[src/rtl/uart_rx_os.sv]
// Oversampling UART receiver: 2-flop synchronizer, falling-edge start detect,
// three-tick majority vote per bit, optional parity, one-cycle valid strobe.
module uart_rx_os #(
  parameter int DATA_BITS  = 8,
  parameter int PARITY_EN  = 0,
  parameter int PARITY_ODD = 0,
  parameter int OVS        = 16
) (
  input  logic                 clk,
  input  logic                 rst,
  input  logic                 rxen,
  input  logic                 rxd,
  output logic [DATA_BITS-1:0] rx_data,
  output logic                 rx_valid,
  output logic                 frame_err,
  output logic                 parity_err,
  output logic                 busy
);

  localparam int TW = $clog2(OVS);
  localparam int BW = (DATA_BITS > 1) ? $clog2(DATA_BITS) : 1;
  localparam logic [TW-1:0] T_V0  = TW'(OVS/2 - 1);
  localparam logic [TW-1:0] T_V1  = TW'(OVS/2);
  localparam logic [TW-1:0] T_V2  = TW'(OVS/2 + 1);
  localparam logic [TW-1:0] T_END = TW'(OVS - 1);
  localparam logic [BW-1:0] B_LAST = BW'(DATA_BITS - 1);

  typedef enum logic [2:0] {S_IDLE, S_START, S_DATA, S_PARITY, S_STOP} state_e;

  function automatic logic maj3(input logic a, input logic b, input logic c);
    return (a & b) | (a & c) | (b & c);
  endfunction

  function automatic logic par_mismatch(input logic [DATA_BITS-1:0] d, input logic p);
    return (^d) ^ p ^ (PARITY_ODD != 0);
  endfunction

  state_e                 state_q, state_d;
  logic                   sync1_q, rs_q, rs_dly_q;
  logic [TW-1:0]          tick_q, tick_d;
  logic [BW-1:0]          bit_q, bit_d;
  logic                   smp0_q, smp0_d, smp1_q, smp1_d;
  logic [DATA_BITS-1:0]   shreg_q, shreg_d;
  logic                   par_q, par_d;
  logic [DATA_BITS-1:0]   rx_data_q, rx_data_d;
  logic                   rx_valid_q, rx_valid_d;
  logic                   frame_err_q, frame_err_d;
  logic                   parity_err_q, parity_err_d;

  logic vote, fall, at_vote, at_end;

  assign vote    = maj3(smp0_q, smp1_q, rs_q);
  assign fall    = rs_dly_q & ~rs_q;
  assign at_vote = rxen && (tick_q == T_V2);
  assign at_end  = rxen && (tick_q == T_END);

  always_ff @(posedge clk) begin
    if (rst) begin
      sync1_q      <= 1'b1;
      rs_q         <= 1'b1;
      rs_dly_q     <= 1'b1;
      state_q      <= S_IDLE;
      tick_q       <= '0;
      bit_q        <= '0;
      smp0_q       <= 1'b0;
      smp1_q       <= 1'b0;
      shreg_q      <= '0;
      par_q        <= 1'b0;
      rx_data_q    <= '0;
      rx_valid_q   <= 1'b0;
      frame_err_q  <= 1'b0;
      parity_err_q <= 1'b0;
    end else begin
      sync1_q      <= rxd;
      rs_q         <= sync1_q;
      rs_dly_q     <= rs_q;
      state_q      <= state_d;
      tick_q       <= tick_d;
      bit_q        <= bit_d;
      smp0_q       <= smp0_d;
      smp1_q       <= smp1_d;
      shreg_q      <= shreg_d;
      par_q        <= par_d;
      rx_data_q    <= rx_data_d;
      rx_valid_q   <= rx_valid_d;
      frame_err_q  <= frame_err_d;
      parity_err_q <= parity_err_d;
    end
  end

  // Start-bit falling edges are only honoured in IDLE; a held-low line after a
  // break produces no new edge until the line has gone high again.
  always_comb begin
    state_d = state_q;
    unique case (state_q)
      S_IDLE:   if (fall) state_d = S_START;
      S_START:  begin
        if (at_vote && vote) state_d = S_IDLE;
        else if (at_end)     state_d = S_DATA;
      end
      S_DATA:   if (at_end && bit_q == B_LAST) state_d = (PARITY_EN != 0) ? S_PARITY : S_STOP;
      S_PARITY: if (at_end) state_d = S_STOP;
      S_STOP:   if (at_vote) state_d = S_IDLE;
      default:  state_d = S_IDLE;
    endcase
  end

  always_comb begin
    tick_d       = tick_q;
    bit_d        = bit_q;
    smp0_d       = smp0_q;
    smp1_d       = smp1_q;
    shreg_d      = shreg_q;
    par_d        = par_q;
    rx_data_d    = rx_data_q;
    rx_valid_d   = 1'b0;
    frame_err_d  = frame_err_q;
    parity_err_d = parity_err_q;
    if (state_q == S_IDLE) begin
      tick_d = '0;
      bit_d  = '0;
    end else if (rxen) begin
      tick_d = tick_q + 1'b1;
      if (tick_q == T_V0) smp0_d = rs_q;
      if (tick_q == T_V1) smp1_d = rs_q;
    end
    if (state_q == S_DATA && at_vote) shreg_d = {vote, shreg_q[DATA_BITS-1:1]};
    if (state_q == S_DATA && at_end)  bit_d = bit_q + 1'b1;
    if (state_q == S_PARITY && at_vote) par_d = vote;
    if (state_q == S_STOP && at_vote) begin
      rx_data_d    = shreg_q;
      rx_valid_d   = 1'b1;
      frame_err_d  = ~vote;
      parity_err_d = (PARITY_EN != 0) ? par_mismatch(shreg_q, par_q) : 1'b0;
    end
  end

  always_comb begin
    busy = (state_q != S_IDLE);
  end

  assign rx_data    = rx_data_q;
  assign rx_valid   = rx_valid_q;
  assign frame_err  = frame_err_q;
  assign parity_err = parity_err_q;

endmodule
[config.mk]
export PLATFORM = sky130hd
export DESIGN_NAME = uart_rx_os
export DESIGN_NICKNAME = d
export VERILOG_FILES = /design/src/rtl/uart_rx_os.sv
export SDC_FILE = /design/constraint.sdc
export NUM_CORES = 1
export LEC_CHECK = 0
export ABC_CLOCK_PERIOD_IN_PS = 1440
export BUFFER_PORTS_ARGS = -buffer_cell sky130_fd_sc_hd__buf_2
export CELL_PAD_IN_SITES_DETAIL_PLACEMENT = 1
export CELL_PAD_IN_SITES_GLOBAL_PLACEMENT = 2
export CORE_UTILIZATION = 31
export CTS_CLUSTER_SIZE = 24
export DETAILED_ROUTE_END_ITERATION = 6
export PLACE_DENSITY_LB_ADDON = 0.05
export SLEW_MARGIN = 20
export SYNTH_ARGS = -nofsm -noshare
export SYNTH_HDL_FRONTEND = slang
export SYNTH_SLANG_ARGS = --single-unit
[constraint.sdc]
create_clock -name clk -period 1.44 [get_ports clk]
set_clock_uncertainty 0.1 [all_clocks]
set_input_delay 0.288 -clock clk [delete_from_list [all_inputs] [get_ports clk]]
set_output_delay 0.288 -clock clk [all_outputs]
set_load 0.005 [all_outputs]
* After elaboration in Yosys (flattened, before gate mapping)
Cells that the tools add are included.
W data, S select, Z words.
** Operators by class
- Add/sub/neg operators :: 2
- Equality and inequality tests :: 14
- Muxes and demuxes :: 10
- Bitwise operators :: 9
- Reductions and logical operators :: 14
** Operators with widths (count)
- $mux W3 :: 8
- $pmux W3 S5 :: 1
- $eq A4 B4 Y1 const B :: 3
- $ne A2 B2 Y1 const B :: 4
- $logic_and A1 B1 Y1 :: 7
- $eq A3 B2 Y1 const B :: 2
- $eq A3 B3 Y1 const B :: 2
- $reduce_and A3 Y1 :: 2
- $reduce_and A5 Y1 :: 1
- $add A4 B1 Y4 const B :: 1
- $and A1 B1 Y1 :: 4
- $eq A4 B3 Y1 const B :: 1
- $add A3 B1 Y3 const B :: 1
- $eq A3 B1 Y1 const B :: 1
- $logic_not A3 Y1 :: 1
- $ne A3 B3 Y1 const B :: 1
- $not A1 Y1 :: 3
- $reduce_bool A3 Y1 :: 1
- $or A1 B1 Y1 :: 2
- $reduce_bool A2 Y1 :: 1
- $reduce_or A2 Y1 :: 1
- $mux W1 :: 1
** Storage, ports and cells
- Bits in registers :: 33
- Input port bits :: 4
- Output and inout port bits :: 12

* Logic depth before layout (Yosys ltp)
Gate-level depths: netlist of run 1.
- Word-level depth :: 6
- Gate-level depth with buffers :: 7

* Worst setup path before layout of run 1
No wires, ideal clock.
- Kind :: register to register
- Start point :: reg tick_q[0]
- End point :: reg state_q[2]
- Library setup time :: 0.070 ns
- Data arrival time :: 1.397 ns
- Data required time :: 1.270 ns
- Slack :: -0.127 ns
- Cell stages (with the launch flop) :: 5
- Period minus slack after synthesis :: 1.567 ns
- Cells stage by stage :: dfxtp_1 -> ha_1 -> nand4_1 -> or4b_1 -> a21oi_1
** Between the ends
- Cells in the longest elaborated chain, start to end :: 5
- Elaborated cells between the ends (all ways) :: 13
** Ends and longest elaborated chain
- start: declaration :: RTL line 40 : logic [TW-1:0] tick_q, tick_d;
- start signal: assignment :: RTL line 78 : tick_q <= tick_d;
- $eq A4 B4 Y1 (on tied branches) :: RTL line 54, 55
- $logic_and A1 B1 Y1 (on tied branches) :: RTL line 54, 55
- $logic_and A1 B1 Y1 (on tied branches) :: RTL line 98, 101
- $ne A3 B3 Y1 (no source line), or another cell as far along
- $reduce_and A5 Y1 (no source line) / $pmux W3 S5 (equally long branches)
- end signal: assignment :: RTL line 77 : state_q <= state_d;
- end: declaration :: RTL line 38 : state_e state_q, state_d;
Parallel ways exist; a longest one is shown, timed or not.
A chain may end at the register's enable or synchronous reset.

* Worst setup path in the final report of run 1
- Start point :: reg state_q[1]
- End point :: out busy
** Between the ends
- Cells in the longest elaborated chain, start to end :: 1
** Ends and longest elaborated chain
- $reduce_bool A3 Y1 :: RTL line 139 : busy = (state_q != S_IDLE);
- end: declaration :: RTL line 17 : output logic busy
Every way passes these cells.

==> results of run 1 <==
==> synthesized netlist by cell type <==
| library cell | number | area (µm²) |
|---|---|---|
| maj3_1 | 1 | 10.0 |
| a311oi_1 | 1 | 8.76 |
| nor3_1 | 5 | 25.0 |
| or3b_2 | 1 | 8.76 |
| buf_2 | 4 | 20.0 |
| a21bo_2 | 1 | 10.0 |
| nor2_1 | 3 | 11.3 |
| o21ai_0 | 18 | 90.1 |
| nand3_1 | 21 | 105 |
| ha_1 | 5 | 62.6 |
| a31o_2 | 1 | 8.76 |
| buf_4 | 2 | 15.0 |
| conb_1 | 1 | 3.75 |
| nor3b_2 | 1 | 12.5 |
| clkbuf_1 | 6 | 22.5 |
| nand4b_1 | 1 | 8.76 |
| or3_1 | 1 | 6.26 |
| o211ai_1 | 3 | 22.5 |
| nor3b_1 | 2 | 15.0 |
| xnor2_1 | 1 | 8.76 |
| and4_1 | 1 | 8.76 |
| or2_2 | 2 | 12.5 |
| nand3b_1 | 1 | 7.51 |
| and3b_1 | 1 | 8.76 |
| a21boi_0 | 1 | 7.51 |
| and4b_1 | 2 | 20.0 |
| or4b_1 | 1 | 10.0 |
| nor3_4 | 1 | 16.3 |
| dfxtp_1 | 33 | 661 |
| nand4_1 | 3 | 18.8 |
| xor2_1 | 2 | 17.5 |
| or3b_1 | 1 | 8.76 |
| clkinv_1 | 1 | 3.75 |
| inv_1 | 4 | 15.0 |
| a21oi_1 | 23 | 115 |
| mux2i_1 | 1 | 10.0 |
| nand2_1 | 2 | 7.51 |
==> critical path, delay by kind of cell (launching register included) <==
kind	cells	cell delay, ns
buf+inv	2	0.21
flops	1	0.37
simple gates	1	0.21
==> final timing paths <==
kind | to | slack (ns) | cells past startpoint
hold reg to reg | rs_q | 0.33 | 1
hold / removal | sync1_q | 0.09 | 2
setup reg to reg | state_q[2] | -0.02 | 4
setup / recovery | busy | -0.02 | 3
==> cell families after synthesis <==
family                   count (synthesis)
AND/OR/NAND/NOR                         50
multiplexers                             1
adder cells (fa/ha/maj)                  6
AO/OA/AOI/OAI                           48
other                                    1
XOR/XNOR                                 3
buffers and inverters                   17
flip-flops                              33
==> through the flow <==
| stage | TNS, ns | utilization | hold slack (ns) | cells |
|---|---|---|---|---|
| after floorplan | -0.321 | - | 0.280 | 159 |
| after global placement | -0.248 | 0.387 | 0.306 | 235 |
| after detailed placement | -0.833 | 0.387 | 0.320 | 235 |
| after CTS | -0.149 | 0.423 | 0.0817 | 244 |
| after global routing | -1.15 | 0.443 | 0.0950 | 246 |
| final | -0.0497 | 0.443 | 0.0897 | 246 |
==> layout make-up <==
type                       count  area (µm²)  share of cell area
inverter                       5        20.0              0.0103
sequential                    33         677               0.349
tap                           52        65.1              0.0335
clock buffer                   7        96.3              0.0496
multi-input combinational    109         778               0.401
timing repair buffer          39         299               0.154
clock inverter                 1        5.00             0.00258
==> state kept, by name, summed over array words and instances, names as in the netlist <==
signal,flops
rs_dly_q,1
rx_data,8
sync1_q,1
smp1_q,1
rx_valid,1
bit_q,3
state_q,3
smp0_q,1
shreg_q,8
rs_q,1
frame_err,1
tick_q,4
==> per-layer routing <==
metal / routed length, µm / track usage / part of all wire
met1: 1970 / 0.224 / 0.50
met5: 0 / 0 / 0
met2: 1850 / 0.272 / 0.47
met3: 72 / 0.0349 / 0.018
met4: 78 / 0.0667 / 0.020
==> report_power, final <==
group | total, mW | internal, mW | switching, mW
Combinational | 0.0594 | 0.0228 | 0.0365
Sequential | 0.920 | 0.913 | 0.00708
Clock | 0.773 | 0.432 | 0.341
==> timing repair <==
| item | 4_1_cts | 5_1_grt |
|---|---|---|
| pin swaps | 3 | 5 |
| hold endpoints to repair | 0 | 0 |
| setup buffers | 1 | 1 |
| hold buffers | 0 | 0 |
| cloned | 0 | 1 |
| setup endpoints to repair | 22 | 24 |
| resized for setup | 19 | 22 |
==> metrics.md, run 1 <==
| Metric | Value |
|---|---|
| Detailed Place HPWL | 2780 µm |
| Area growth from synthesis to layout | 36.3% |
| Leak Pwr | 0.712 nW |
| Hold crit path type | in -> reg |
| PortBufs | 14 |
| Worst path required time | 1.05 ns |
| Top-Level Pins | 16 |
| Crit. End Element | output pin |
| Adder-cell share of the synthesized area | 0.0510 |
| MaxCap Viol Count | 0 |
| Worst EP arrival | 1.08 ns |
| Gpl congestion | 0.753 |
| Synth Area in Simple Gates | 0.219 |
| Vias | 1,295 |
| Core Area | 4380 µm² |
| Die Area | 4870 µm² |
| GR Overflow Total | 0 |
| Largest family of logic cells by synthesized area | simple AND/OR/NAND/NOR gates |
| Share of layout cells above drive strength 1 | 0.407 |
| Post-synthesis compound-gate area fraction | 0.185 |
| CTS Buf Count | 5 |
| Clk Latency, worst-skew pair | 0.28 ns |
| Syn Std Cell Area | 1420 µm² |
| CP max FO | 6 |
| H-tree Lvls | 2 |
| Die W | 69.8 µm |
| Slowest-stage cell, CP | dfxtp_4 |
| First-pass GRT wire length | 6520 µm |
| Mean Syn Cell Area | 8.96 µm² |
| Synth warn | 0 |
| ANT nets after route | 0 |
| WL/cell | 16.1 µm |
| Tot Pwr | 1.75 mW |
| Vias in the first global route | 1,355 |
| Via density | 5.26 |
| Final Hold Viols | 0 |
| RSZ-0062 raised after global routing | true |
| Reg-to-Reg Start | tick_q[1] |
| CP Cell Sequence | nor3_4 > clkinv_2 > buf_2 |
| Post-synthesis mux area share | 0.00703 |
| Commonest non-fill, non-tap cell in the layout | dfxtp_1 |
| Post-Synth XOR/XNOR Area | 0.0185 |
| Post-Route WL | 3970 µm |
| Max IR drop VDD | 0.000544 V |
| Slew Limit Fails | 0 |
| CP max stage delay | 0.37 ns |
| Synth Instances | 159 |
| Final setup margin | -0.0237 ns |
| # DRC | 0 |
| Status | complete, but fails checks |
| Layout Nets | 202 |
| First-pass DRT Iterations | 3 |
| Initial antenna violation count | 0 |
| Syn Nets | 168 |
| Placement Cell Area | 1700 µm² |
| Total GRT Usage | 0.170 |
| Fill count | 520 |
| # clock sinks | 33 |
| Die Y | 69.8 µm |
| Final Setup Violations | 4 |
| CTS tree | done |
| Most frequent cells in the layout | dfxtp_1 (26), a21oi_1 (20), buf_4 (20) |
| Max Clock Freq | 683 MHz |
| Sequential element share of the synthesized area | 0.464 |
| FP Rows | 24 |
| Flops & latches, synth | 33 |
| HP Start | rxd |
| Power per cell area | 903 nW/µm² |
| Ant diodes | 0 |
| Starting density of the core | 0.325 |
| Critical Path Start Type | register |
| Clock Path Buffers | 2 |
| Fin crit share | 1.02 |
| Design area | 1940 µm² |
| Crit. Startpoint | state_q[1] |
| Root buf cell | clkbuf_8 |
| DR iter-0 viols | 58 |
| Pre-CTS WS | -0.0761 ns |
| Synth unique cells | 37 |
| Failing checks | setup timing |
| Largest net degree at the start of global routing | 22 |
| Critical path class | reg -> out |
| Min cycle time layout | 1.46 ns |
| Clock transition at path regs | 0.07 ns |
Power figures use the tool's default switching activity.
==> inputs of run 2 (changes only) <==
--- a/config.mk
+++ b/config.mk
@@ -9,6 +9,7 @@
 export BUFFER_PORTS_ARGS = -buffer_cell sky130_fd_sc_hd__buf_2
 export CELL_PAD_IN_SITES_DETAIL_PLACEMENT = 1
 export CELL_PAD_IN_SITES_GLOBAL_PLACEMENT = 2
+export CORE_ASPECT_RATIO = 1.75
 export CORE_UTILIZATION = 31
 export CTS_CLUSTER_SIZE = 24
 export DETAILED_ROUTE_END_ITERATION = 6
==> metrics.md, run 2 (synthesized netlist as in run 1, its figures left out) <==
| Metric | Value |
|---|---|
| Clk Latency, worst-skew pair | 0.28 ns |
| Ant diodes | 0 |
| Clock Path Buffers | 2 |
| Die W | 53.2 µm |
| Critical path class | reg -> reg |
| Total GRT Usage | 0.192 |
| Final setup margin | -0.0731 ns |
| Fin cells | 254 |
| CTS Buf Count | 5 |
| Setup crit end | state_q[2] |
| Crit. End Element | register |
| ANT nets after route | 0 |
| CP max FO | 4 |
| DR iter-0 viols | 19 |
| WL/cell | 15.9 µm |
| H-tree Lvls | 2 |
| Max Clock Freq | 661 MHz |
| MaxCap Viol Count | 0 |
| Via density | 5.23 |
| Share of layout cells above drive strength 1 | 0.394 |
| Layout Nets | 211 |
| CP Cell Sequence | ha_4 > nand4_1 > or4b_1 > a21oi_1 |
| Hold crit path type | in -> reg |
| First-pass GRT wire length | 6780 µm |
| RSZ-0062 raised after global routing | true |
| Gpl congestion | 0.692 |
| FF-to-FF path depth | 4 |
| FF-to-FF setup slack | -0.07 ns |
| Top-Level Pins | 16 |
| Critical R2R Capture | state_q[2] |
| Reg-to-Reg Start | tick_q[1] |
| Critical Path Start Type | register |
| Final Setup Violations | 8 |
| Fin crit share | 1.05 |
| Most frequent cells in the layout | dfxtp_1 (28), buf_4 (26), a21oi_1 (21) |
| PortBufs | 14 |
| Detailed Place HPWL | 2770 µm |
| Slowest-stage cell, CP | or4b_1 |
| Final Hold Viols | 0 |
| Core Area | 4400 µm² |
| Tot Pwr | 1.90 mW |
| Power per cell area | 965 nW/µm² |
| Die Y | 91.7 µm |
| Failing checks | setup timing |
| Vias | 1,328 |
| Worst EP arrival | 1.62 ns |
| Post-Route WL | 4050 µm |
| Placed insts | 236 |
| Initial antenna violation count | 0 |
| Leak Pwr | 0.763 nW |
| FP Rows | 32 |
| Worst path required time | 1.54 ns |
| Hold Path Depth | 2 |
| Area growth from synthesis to layout | 38.4% |
| First-pass DRT Iterations | 3 |
| Fill count | 517 |
| Root buf cell | clkbuf_8 |
| CP max stage delay | 0.54 ns |
| Vias in the first global route | 1,415 |
| CTS tree | done |
| Slew Limit Fails | 0 |
| Crit. Startpoint | tick_q[1] |
| Die Area | 4880 µm² |
| Starting density of the core | 0.323 |
| Hold-fix buffers, CTS | 0 |
| Max IR drop VDD | 0.000721 V |
| Status | complete, but fails checks |
| GR Overflow Total | 0 |
| # DRC | 0 |
| Clock transition at path regs | 0.07 ns |
| Min cycle time layout | 1.51 ns |
| Hold WS | 0.0837 ns |
| Largest net degree at the start of global routing | 23 |
| # clock sinks | 33 |
| Core Util, Final | 0.447 |
| Commonest non-fill, non-tap cell in the layout | dfxtp_1 |
-- run 2: changes by cell type in the layout (fill, tap and decap cells not counted), sizes merged --
cell | previous run | this run
buf | 38 | 48
bufinv | 0 | 1
clkbuf | 8 | 7
clkinv | 2 | 1
-- run 2: report_power, final --
group / internal (mW) / total, mW / switching, mW
logic: 0.0269 / 0.0659 / 0.0391
clock network: 0.564 / 0.915 / 0.350
registers: 0.915 / 0.921 / 0.00665
total: 1.51 / 1.90 / 0.396
-- run 2: metal layers --
layer / vias up / share of wire / track usage
li1: 657 / - / -
met1: 644 / 0.37 / 0.188
met2: 19 / 0.58 / 0.356
met3: 8 / 0.019 / 0.0348
met4: 0 / 0.026 / 0.0943
met5: - / 0 / 0
-- run 2: what timing repair did --
action,CTS,global route
pin swaps,5,2
setup endpoints to repair,22,21
gates resized for setup,17,14
buffers inserted,6,2
cloned,2,0
-- run 2: metrics by stage --
stage	cell area, µm²	setup WS (ns)	setup TNS (ns)
floorplan	1440	-0.0357	-0.321
global placement	1700	-0.0615	-0.365
detailed placement	1700	-0.162	-1.24
CTS	1910	-0.0565	-0.182
global route	1970	-0.102	-0.924
finish	1970	-0.0731	-0.211
-- run 2: area by class of cell --
type / count / area [µm²] / share of cell area
repair buffers: 48 / 352 / 0.178
clock buffers: 7 / 86.3 / 0.0438
flip-flops and latches: 33 / 672 / 0.341
well taps: 51 / 63.8 / 0.0324
clock inverters: 1 / 30.0 / 0.0152
inverters: 5 / 20.0 / 0.0102
multi-input cells: 109 / 747 / 0.379
-- run 2: how the worst min path moves through the flow --
stage	to	slack (ns)	from
floorplan	rs_dly_q	0.28	rst
global placement	rs_q	0.29	sync1_q
detailed placement	rs_q	0.30	sync1_q
CTS	sync1_q	0.07	rxd
global route	sync1_q	0.07	rxd
finish	sync1_q	0.08	rxd
-- run 2: worst max-delay path, delay by kind of cell (launching register included) --
family,cells,cell delay (ns)
AND/OR/NAND/NOR,2,0.67
AO/OA/AOI/OAI,1,0.15
adder cells (fa/ha/maj),1,0.14
flip-flops,1,0.38
==> inputs of run 3 (changes only) <==
--- a/config.mk
+++ b/config.mk
@@ -11,6 +11,7 @@
 export CELL_PAD_IN_SITES_GLOBAL_PLACEMENT = 2
 export CORE_ASPECT_RATIO = 1.75
 export CORE_UTILIZATION = 31
+export CTS_BUF_LIST = sky130_fd_sc_hd__clkbuf_16
 export CTS_CLUSTER_SIZE = 24
 export DETAILED_ROUTE_END_ITERATION = 6
 export PLACE_DENSITY_LB_ADDON = 0.05
==> constraint.sdc (replaced) <==
create_clock -name clk -period 1.44 [get_ports clk]
set_clock_uncertainty 0.1 [all_clocks]
set_input_delay 0.144 -clock clk [delete_from_list [all_inputs] [get_ports clk]]
set_output_delay 0.144 -clock clk [all_outputs]
set_load 0.005 [all_outputs]
==> metrics.md, run 3 (synthesized netlist as in run 1, its figures left out) <==
| Metric | Value |
|---|---|
| Final Setup Violations | 7 |
| Placement Cell Area | 1720 µm² |
| Detailed Place HPWL | 2640 µm |
| Die W | 53.2 µm |
| Clock share of power | 0.498 |
| ANT nets after route | 0 |
| Design area | 2020 µm² |
| Net Sw Frac | 0.207 |
| Initial antenna violation count | 0 |
| Gpl congestion | 0.688 |
| Failing checks | setup timing |
| H-tree Lvls | 2 |
| Commonest non-fill, non-tap cell in the layout | dfxtp_1 |
| Worst EP arrival | 1.59 ns |
| CP max FO | 4 |
| Post-Route WL | 3630 µm |
| Critical R2R Capture | state_q[2] |
| FP Rows | 32 |
| Die Area | 4880 µm² |
| # clock sinks | 33 |
| Leak Pwr | 0.782 nW |
| CTS Buf Count | 5 |
| CP max stage delay | 0.53 ns |
| CTS tree | done |
| Pre-CTS WS | -0.100 ns |
| PortBufs | 14 |
| FF-to-FF setup slack | -0.06 ns |
| Layout Nets | 211 |
| Root buf cell | clkbuf_16 |
| Crit. Startpoint | tick_q[0] |
| GR Overflow Total | 0 |
| Max IR drop VDD | 0.000918 V |
| M1 WL | 1360 µm |
| Worst path required time | 1.53 ns |
| # DRC | 0 |
| Share of layout cells above drive strength 1 | 0.389 |
| Ant diodes | 0 |
| Min cycle time layout | 1.50 ns |
| Slowest-stage cell, CP | or4b_1 |
| Largest net degree at the start of global routing | 26 |
| Via density | 5.19 |
| Clock Path Buffers | 2 |
| Core Area | 4400 µm² |
| First-pass DRT Iterations | 2 |
| NetSw | 0.409 mW |
| Hold crit path type | in -> reg |
| DR iter-0 viols | 6 |
| Top-Level Pins | 16 |
| Vias | 1,317 |
| Die Y | 91.7 µm |
| Fin crit share | 1.04 |
| Setup crit end | state_q[2] |
| Vias in the first global route | 1,338 |
| Seq pwr share | 0.464 |
| MaxCap Viol Count | 0 |
| Starting density of the core | 0.323 |
| Reg-to-Reg Start | tick_q[0] |
| WL/cell | 14.3 µm |
| RSZ-0062 raised after global routing | true |
| Crit. End Element | register |
| Core Util, Final | 0.459 |
| Critical path class | reg -> reg |
| Met3 wire len | 79 µm |
| Critical Path Start Type | register |
| Most frequent cells in the layout | dfxtp_1 (27), buf_4 (26), nand3_1 (21) |
| First-pass GRT wire length | 5970 µm |
| Total GRT Usage | 0.165 |
| Final setup margin | -0.0583 ns |
| Status | complete, but fails checks |
| Slew Limit Fails | 0 |
| Internal Pwr Total | 1.57 mW |
| Area growth from synthesis to layout | 41.9% |
| Logic pwr share | 0.039 |
| Clock transition at path regs | 0.05 ns |
| Clk Latency, worst-skew pair | 0.27 ns |
| Max Clock Freq | 667 MHz |
| WL met2 | 2120 µm |
| Final Hold Viols | 0 |
| Fill count | 531 |
| Max layer used | met4 |
| CP Cell Sequence | ha_4 > nand4_1 > or4b_1 > a21oi_1 |
| FF-to-FF path depth | 4 |
| Power per cell area | 981 nW/µm² |
==> run 3: worst min path at each step <==
| stage | startpoint | endpoint | slack [ns] | depth (start not counted) |
|---|---|---|---|---|
| finish | rst | shreg_q[2] | 0.22 | 2 |
| global route | rxen | state_q[2] | 0.27 | 4 |
| CTS | rxen | tick_q[0] | 0.22 | 4 |
| detailed placement | rxd | sync1_q | 0.24 | 2 |
| global placement | rxd | sync1_q | 0.23 | 2 |
| floorplan | rst | rs_dly_q | 0.14 | 2 |
==> run 3: worst max-delay path: cells and delay by family (launching register included) <==
family	cells	cell delay, ns
adder cells (fa/ha/maj)	1	0.13
AO/OA/AOI/OAI	1	0.13
flip-flops	1	0.36
AND/OR/NAND/NOR	2	0.70
==> run 3: repair_timing <==
item                                    in CTS  in global routing
endpoints found under the hold margin        1                  0
pin swaps                                    6                  8
hold buffers                                 1                  0
resized for setup                           11                 24
endpoints found under the setup margin      23                 26
setup buffers                                3                  3
==> run 3: layout make-up <==
type	instances	area [µm²]	share of cell area
Clock buffer	5	125	0.0619
Clock inverter	3	12.5	0.00619
Inverter	5	20.0	0.00991
Multi-Input combinational cell	109	752	0.372
Sequential cell	33	678	0.336
Tap cell	51	63.8	0.0316
Timing Repair Buffer	48	369	0.183
==> run 3: routing by layer <==
metal,up-vias,global-route usage
met1,637,0.166
met4,0,0.0658
li1,658,-
met2,16,0.307
met5,-,0
met3,6,0.0348
==> run 3: power groups by stage <==
stage               logic (mW)  clock network (mW)  registers [mW]
floorplan               0.0376                   0           0.939
global placement        0.0602                   0           0.942
detailed placement      0.0616                   0           0.942
CTS                     0.0729                1.02           0.921
global route            0.0841                1.05           0.919
finish                  0.0767               0.986           0.919
==> run 3: per-stage QoR <==
stage / instances / total power, mW / TNS, ns / hold WS (ns)
finish: 254 / 1.98 / -0.170 / 0.223
global route: 254 / 2.05 / -1.57 / 0.266
CTS: 251 / 2.01 / -0.588 / 0.223
detailed placement: 239 / 1.00 / -0.507 / 0.235
global placement: 239 / 1.00 / -0.0947 / 0.229
floorplan: 159 / 0.977 / -0.321 / 0.136
